### src/rtl/reorder_buffer.sv
// Circular in-order reorder buffer: allocates IDs, captures CDB results,
// forwards operands and retires one entry per cycle with mispredict rollback.
module reorder_buffer #(
    parameter int ROB_SIZE = 16,
    parameter int ROB_ID_W = 5
) (
    input  logic                clk_in,
    input  logic                rst_n_in,
    input  logic                rdy_in,
    input  logic                alloc_valid_in,
    input  logic [4:0]          alloc_rd_in,
    output logic [ROB_ID_W-1:0] alloc_rob_id_out,
    output logic                rob_full_out,
    input  logic                cdb_valid_in,
    input  logic [ROB_ID_W-1:0] cdb_rob_id_in,
    input  logic [31:0]         cdb_value_in,
    input  logic                cdb_mispredict_in,
    input  logic [31:0]         cdb_redirect_pc_in,
    input  logic [ROB_ID_W-1:0] q1_rob_id_in,
    input  logic [ROB_ID_W-1:0] q2_rob_id_in,
    output logic                q1_ready_out,
    output logic [31:0]         q1_value_out,
    output logic                q2_ready_out,
    output logic [31:0]         q2_value_out,
    output logic                commit_flag_out,
    output logic [4:0]          commit_rd_out,
    output logic [31:0]         commit_value_out,
    output logic [ROB_ID_W-1:0] commit_rob_id_out,
    output logic                rollback_flag_out,
    output logic [31:0]         rollback_pc_out
);
    localparam int IDX_W = $clog2(ROB_SIZE);
    localparam int CNT_W = IDX_W + 1;

    logic [IDX_W-1:0]    head, tail;
    logic [CNT_W-1:0]    count;
    logic [ROB_SIZE-1:0] busy, ready, mispredict;
    logic [4:0]          rd_q       [ROB_SIZE];
    logic [31:0]         value_q    [ROB_SIZE];
    logic [31:0]         redirect_q [ROB_SIZE];

    // IDs are slot + 1 so that ID 0 can mean "no producer".
    function automatic logic [IDX_W-1:0] slot_of(input logic [ROB_ID_W-1:0] id);
        return IDX_W'(id - ROB_ID_W'(1));
    endfunction

    function automatic logic id_ok(input logic [ROB_ID_W-1:0] id);
        return (id != '0) && (id <= ROB_ID_W'(ROB_SIZE));
    endfunction

    logic             do_commit, do_flush, do_alloc, cdb_hit;
    logic [IDX_W-1:0] cdb_slot, q1_slot, q2_slot;

    assign alloc_rob_id_out = ROB_ID_W'(tail) + ROB_ID_W'(1);
    assign rob_full_out     = (count == CNT_W'(ROB_SIZE));

    assign cdb_slot  = slot_of(cdb_rob_id_in);
    assign q1_slot   = slot_of(q1_rob_id_in);
    assign q2_slot   = slot_of(q2_rob_id_in);
    assign do_commit = busy[head] && ready[head];
    assign do_flush  = do_commit && mispredict[head];
    assign do_alloc  = alloc_valid_in && !rob_full_out;
    assign cdb_hit   = cdb_valid_in && id_ok(cdb_rob_id_in) && busy[cdb_slot];

    always_comb begin
        q1_ready_out = 1'b0;
        q1_value_out = '0;
        if (q1_rob_id_in == '0) begin
            q1_ready_out = 1'b1;
        end else if (cdb_valid_in && cdb_rob_id_in == q1_rob_id_in) begin
            q1_ready_out = 1'b1;
            q1_value_out = cdb_value_in;
        end else if (id_ok(q1_rob_id_in) && busy[q1_slot] && ready[q1_slot]) begin
            q1_ready_out = 1'b1;
            q1_value_out = value_q[q1_slot];
        end
    end

    always_comb begin
        q2_ready_out = 1'b0;
        q2_value_out = '0;
        if (q2_rob_id_in == '0) begin
            q2_ready_out = 1'b1;
        end else if (cdb_valid_in && cdb_rob_id_in == q2_rob_id_in) begin
            q2_ready_out = 1'b1;
            q2_value_out = cdb_value_in;
        end else if (id_ok(q2_rob_id_in) && busy[q2_slot] && ready[q2_slot]) begin
            q2_ready_out = 1'b1;
            q2_value_out = value_q[q2_slot];
        end
    end

    always_ff @(posedge clk_in or negedge rst_n_in) begin
        if (!rst_n_in) begin
            head              <= '0;
            tail              <= '0;
            count             <= '0;
            busy              <= '0;
            ready             <= '0;
            mispredict        <= '0;
            commit_flag_out   <= 1'b0;
            commit_rd_out     <= '0;
            commit_value_out  <= '0;
            commit_rob_id_out <= '0;
            rollback_flag_out <= 1'b0;
            rollback_pc_out   <= '0;
            for (int i = 0; i < ROB_SIZE; i++) begin
                rd_q[i]       <= '0;
                value_q[i]    <= '0;
                redirect_q[i] <= '0;
            end
        end else if (!rdy_in || rollback_flag_out) begin
            // Frozen, or the flush cycle: inputs ignored, pulses drop.
            commit_flag_out   <= 1'b0;
            rollback_flag_out <= 1'b0;
        end else begin
            commit_flag_out   <= do_commit;
            rollback_flag_out <= do_flush;
            if (cdb_hit) begin
                ready[cdb_slot]      <= 1'b1;
                value_q[cdb_slot]    <= cdb_value_in;
                mispredict[cdb_slot] <= cdb_mispredict_in;
                redirect_q[cdb_slot] <= cdb_redirect_pc_in;
            end
            if (do_alloc) begin
                busy[tail]       <= 1'b1;
                ready[tail]      <= 1'b0;
                mispredict[tail] <= 1'b0;
                rd_q[tail]       <= alloc_rd_in;
                tail             <= tail + 1'b1;
            end
            if (do_commit) begin
                commit_rd_out     <= rd_q[head];
                commit_value_out  <= value_q[head];
                commit_rob_id_out <= ROB_ID_W'(head) + ROB_ID_W'(1);
                busy[head]        <= 1'b0;
                ready[head]       <= 1'b0;
                head              <= head + 1'b1;
            end
            case ({do_alloc, do_commit})
                2'b10:   count <= count + 1'b1;
                2'b01:   count <= count - 1'b1;
                default: count <= count;
            endcase
            // Later assignments override the bookkeeping above on a flush.
            if (do_flush) begin
                busy            <= '0;
                ready           <= '0;
                mispredict      <= '0;
                head            <= '0;
                tail            <= '0;
                count           <= '0;
                rollback_pc_out <= redirect_q[head];
            end
        end
    end
endmodule

### config.mk
export PLATFORM = sky130hd
export DESIGN_NAME = reorder_buffer
export DESIGN_NICKNAME = d
export VERILOG_FILES = /design/src/rtl/reorder_buffer.sv
export SDC_FILE = /design/constraint.sdc
export NUM_CORES = 2
export LEC_CHECK = 0
export BUFFER_PORTS_ARGS = -buffer_cell sky130_fd_sc_hd__clkbuf_2
export CAP_MARGIN = 40
export CORE_UTILIZATION = 45
export CTS_CLUSTER_SIZE = 24
export DETAILED_ROUTE_END_ITERATION = 8
export SKIP_LAST_GASP = 1
export SLEW_MARGIN = 15
export SYNTH_ARGS = -nofsm -noshare
export SYNTH_HDL_FRONTEND = slang
export SYNTH_SLANG_ARGS = --single-unit
### constraint.sdc
create_clock -name clk_in -period 4.35 [get_ports clk_in]
set_clock_uncertainty 0.2 [all_clocks]
set_input_delay 0 -clock clk_in [delete_from_list [all_inputs] [get_ports clk_in]]
set_output_delay 0 -clock clk_in [all_outputs]
set_load 0.01 [all_outputs]
==> impl_metrics.csv <==
group,metric,value,unit
die,core_area,144000,µm²
sta,final_hold_viol_count,0,
layout,nFillCells,11934,
drt,drt_iter0_drc,3293,
die,fp-row-count,139,
clock_network,cts.sink_count,1241,
outcome,status,"complete, but fails checks",
synth,synth_cells,4268,
place,hpwl,109000,µm
synth,synth_flop_cell,"dfrtp_1",
die,start_util,45.4,%
synth,syn_area,65400,µm²
drt,vias_per_cell,6.28,
global_route,grt_pass1_wl,286000,µm
synth,synth_nets,4379,
place,dpl_cell_area,68900,µm²
global_route,grt_max_degree,119,
critical_path,required,4.81,ns
critical_path,r2r-start,"head[3]",
synth,synthArstFlopShare,100,%
synth,ys_types,65,
sta,fmax,0.260,GHz
layout,layout-drive-gt1-share,52.8,%
power,irDropWorstVdd,550,µV
place,placed_cells,6109,
layout,final_cells,6466,
drt,via_count,40621,
drt,drt_first_pass_iters,8,
sta,period_share,88.5,%
synth,ys.warnings.count,0,
drt,drt-total-wl,189000,µm
clock_network,numCtsBuffers,141,
synth,synth_top_area_share,47.5,%
global_route,gr-usage-all-layers,26.2,%
outcome,violations,"design-rule violations",
drt,ant_nets,0,
drt,drc,32,
sta,tightest_slew,1.00,ns
power,power_density,443,nW/µm²
run,maxCapViolations,0,
clock_network,cts_tree,"done",
die,die_area,147000,µm²
die,die_w,383,µm
critical_path,arrival,4.32,ns
layout,final_nets,4561,
critical_path,timing_worst_setup_path_type,"in2reg",
synth,synthTopCellsByArea,"dfrtp_1 48%, mux4_2 21%, mux2_2 20%, clkbuf_1 1.2%, mux2i_1 1.1%",
power,power,33.1,mW
synth,avgSynthCellArea,15.3,µm²
sta,period_minus_slack,3.85,ns
global_route,antenna_found_initial,15,
clock_network,cts.repair.resized,0,
critical_path,startpoint,"cdb_rob_id_in[1]",
place,gp_congestion,0.864,
place,io_buffers,237,
power,p_leak,34.0,nW
synth,synth_seq_cells,1241,
critical_path,cp-start-kind,"input pin",
sta,setup_tns,0,ns
synth,synthTopCellsByCount,"1241 x dfrtp_1, 1162 x mux2_2, 620 x mux4_2",
clock_network,clock_path_buffers,3,
global_route,gr-total-overflow,0,
sta,timing.slew.headroom,33.3,%
sta,setup_viol_count_final,0,
die,die_h,383,µm
hold_path,holdCritPathClass,"in2reg",
sta,drv_slew,0,
layout,finalInstanceArea,74800,µm²
global_route,grt_pass1_vias,42564,
clock_network,htree_levels,4,
sta,rsz0062_at_grt,"no",
die,pin_count,238,
synth,yosysMostFrequentCell,"dfrtp_1",
clock_network,cts.clk_slew.worst_paths,0.06,ns
clock_network,clk_latency,0.80,ns
critical_path,end_kind,"flop",
layout,area_growth,14.4,%
drt,wire_per_inst,29.2,µm
synth,yosysSeqAreaShare,47.5,%
synth,synth-edff-count,0,
synth,synth_top_area_cell,"dfrtp_1",
hold_path,min_from,"cdb_redirect_pc_in[22]",
critical_path,critPathMaxFanout,16,
clock_network,clockRootBuffer,"clkbuf_16",
[path summary, 6_finish.rpt]
path	to	slack, ns	depth (start not counted)
max in group asynchronous	redirect_q[298]	2.88	4
worst min register to register	rd_q[15]	0.28	2
min in group asynchronous	value_q[505]	0.39	4
worst min-delay path	redirect_q[374]	0.04	3
worst max-delay path	value_q[495]	0.50	13
worst max register to register	mispredict[15]	0.86	9
[layout make-up]
cell class | instances | area [µm²] | area share, %
Inverter | 39 | 146 | 0.196
Multi-Input combinational cell | 2576 | 32500 | 43.5
Clock inverter | 47 | 724 | 0.969
Tap cell | 1903 | 2380 | 3.18
Clock buffer | 206 | 4160 | 5.57
Antenna cell | 3 | 7.51 | 0.0100
Timing Repair Buffer | 451 | 3790 | 5.07
Sequential cell | 1241 | 31100 | 41.6
[report_power, final]
group          internal [mW]  switching [mW]
Combinational           3.50            3.31
Sequential              12.9            1.03
Clock                   7.36            5.09
[metrics by stage]
stage	setup slack, ns	utilization (%)	hold WS, ns
4_1_cts	0.529	52.0	0.00281
3_5_place_dp	0.762	47.9	-0.139
3_3_place_gp	0.778	47.8	-0.123
5_1_grt	0.373	52.0	0.0498
2_1_floorplan	1.11	-	-0.496
6_report	0.498	52.0	0.0444
[cell usage in the layout (no fill, tap or decap), types with 5 or more instances in the layout]
cell type / instances
clkinvlp_4: 6
nand4_1: 7
o21ai_0: 21
xor2_1: 11
clkinv_8: 5
nor2b_1: 68
bufinv_16: 11
nor3_1: 10
clkbuf_2: 234
a21oi_1: 92
a2bb2oi_1: 6
a31oi_1: 27
nor3b_1: 6
buf_4: 59
buf_12: 53
o22ai_1: 16
nand2_1: 122
inv_1: 37
nand3_1: 20
dfrtp_1: 1237
clkbuf_1: 27
o32ai_1: 8
xnor2_1: 7
clkbuf_8: 37
ha_1: 19
a22o_1: 65
or2_2: 7
and3_1: 6
dlygate4sd3_1: 99
nand2b_1: 8
clkinv_2: 16
mux2_2: 1162
clkbuf_16: 142
nor2_1: 49
a211oi_1: 64
and3_4: 10
mux2i_1: 73
mux4_2: 620
[critical path: stages]
cell and delay [ns]:
dlygate4sd3_1 0.60, clkbuf_2 0.25, inv_1 0.11, ha_1 0.24, xnor2_1 0.19, nand3b_1 0.09, dlygate4sd3_1 0.61, nor3b_1 0.17
dlygate4sd3_1 0.57, buf_4 0.17, and3_4 0.44, buf_4 0.45, mux2_2 0.39
[state kept, by name, summed over array words and instances (netlist names)]
register	flops
head	4
commit_rob_id_out	5
commit_value_out	32
commit_rd_out	5
commit_flag_out	1
redirect_q	512
mispredict	16
rollback_flag_out	1
busy	16
tail	4
rd_q	80
value_q	512
rollback_pc_out	32
count	5
ready	16
[cell families after synthesis]
group           synth area share [%]
mux                             42.5
compound gates                  3.47
flops                           47.5
buf+inv                         3.09
fa+ha+maj                      0.402
xor+xnor                       0.329
simple gates                    2.67
[per-layer routing]
| metal | track usage [%] | up-vias | wire (µm) |
|---|---|---|---|
| met3 | 5.73 | 323 | 12600 |
| met1 | 36.0 | 22023 | 80000 |
| li1 | - | 16893 | - |
| met4 | 7.53 | 26 | 4900 |
| met5 | 0 | - | 157 |
| met2 | 41.9 | 1356 | 91200 |
[repair_timing]
action	4_1_cts	5_1_grt
endpoints found under the hold margin	2398	0
buffers inserted	0	0
hold buffers	100	0
No activity file was read; power rests on OpenSTA's default activity.
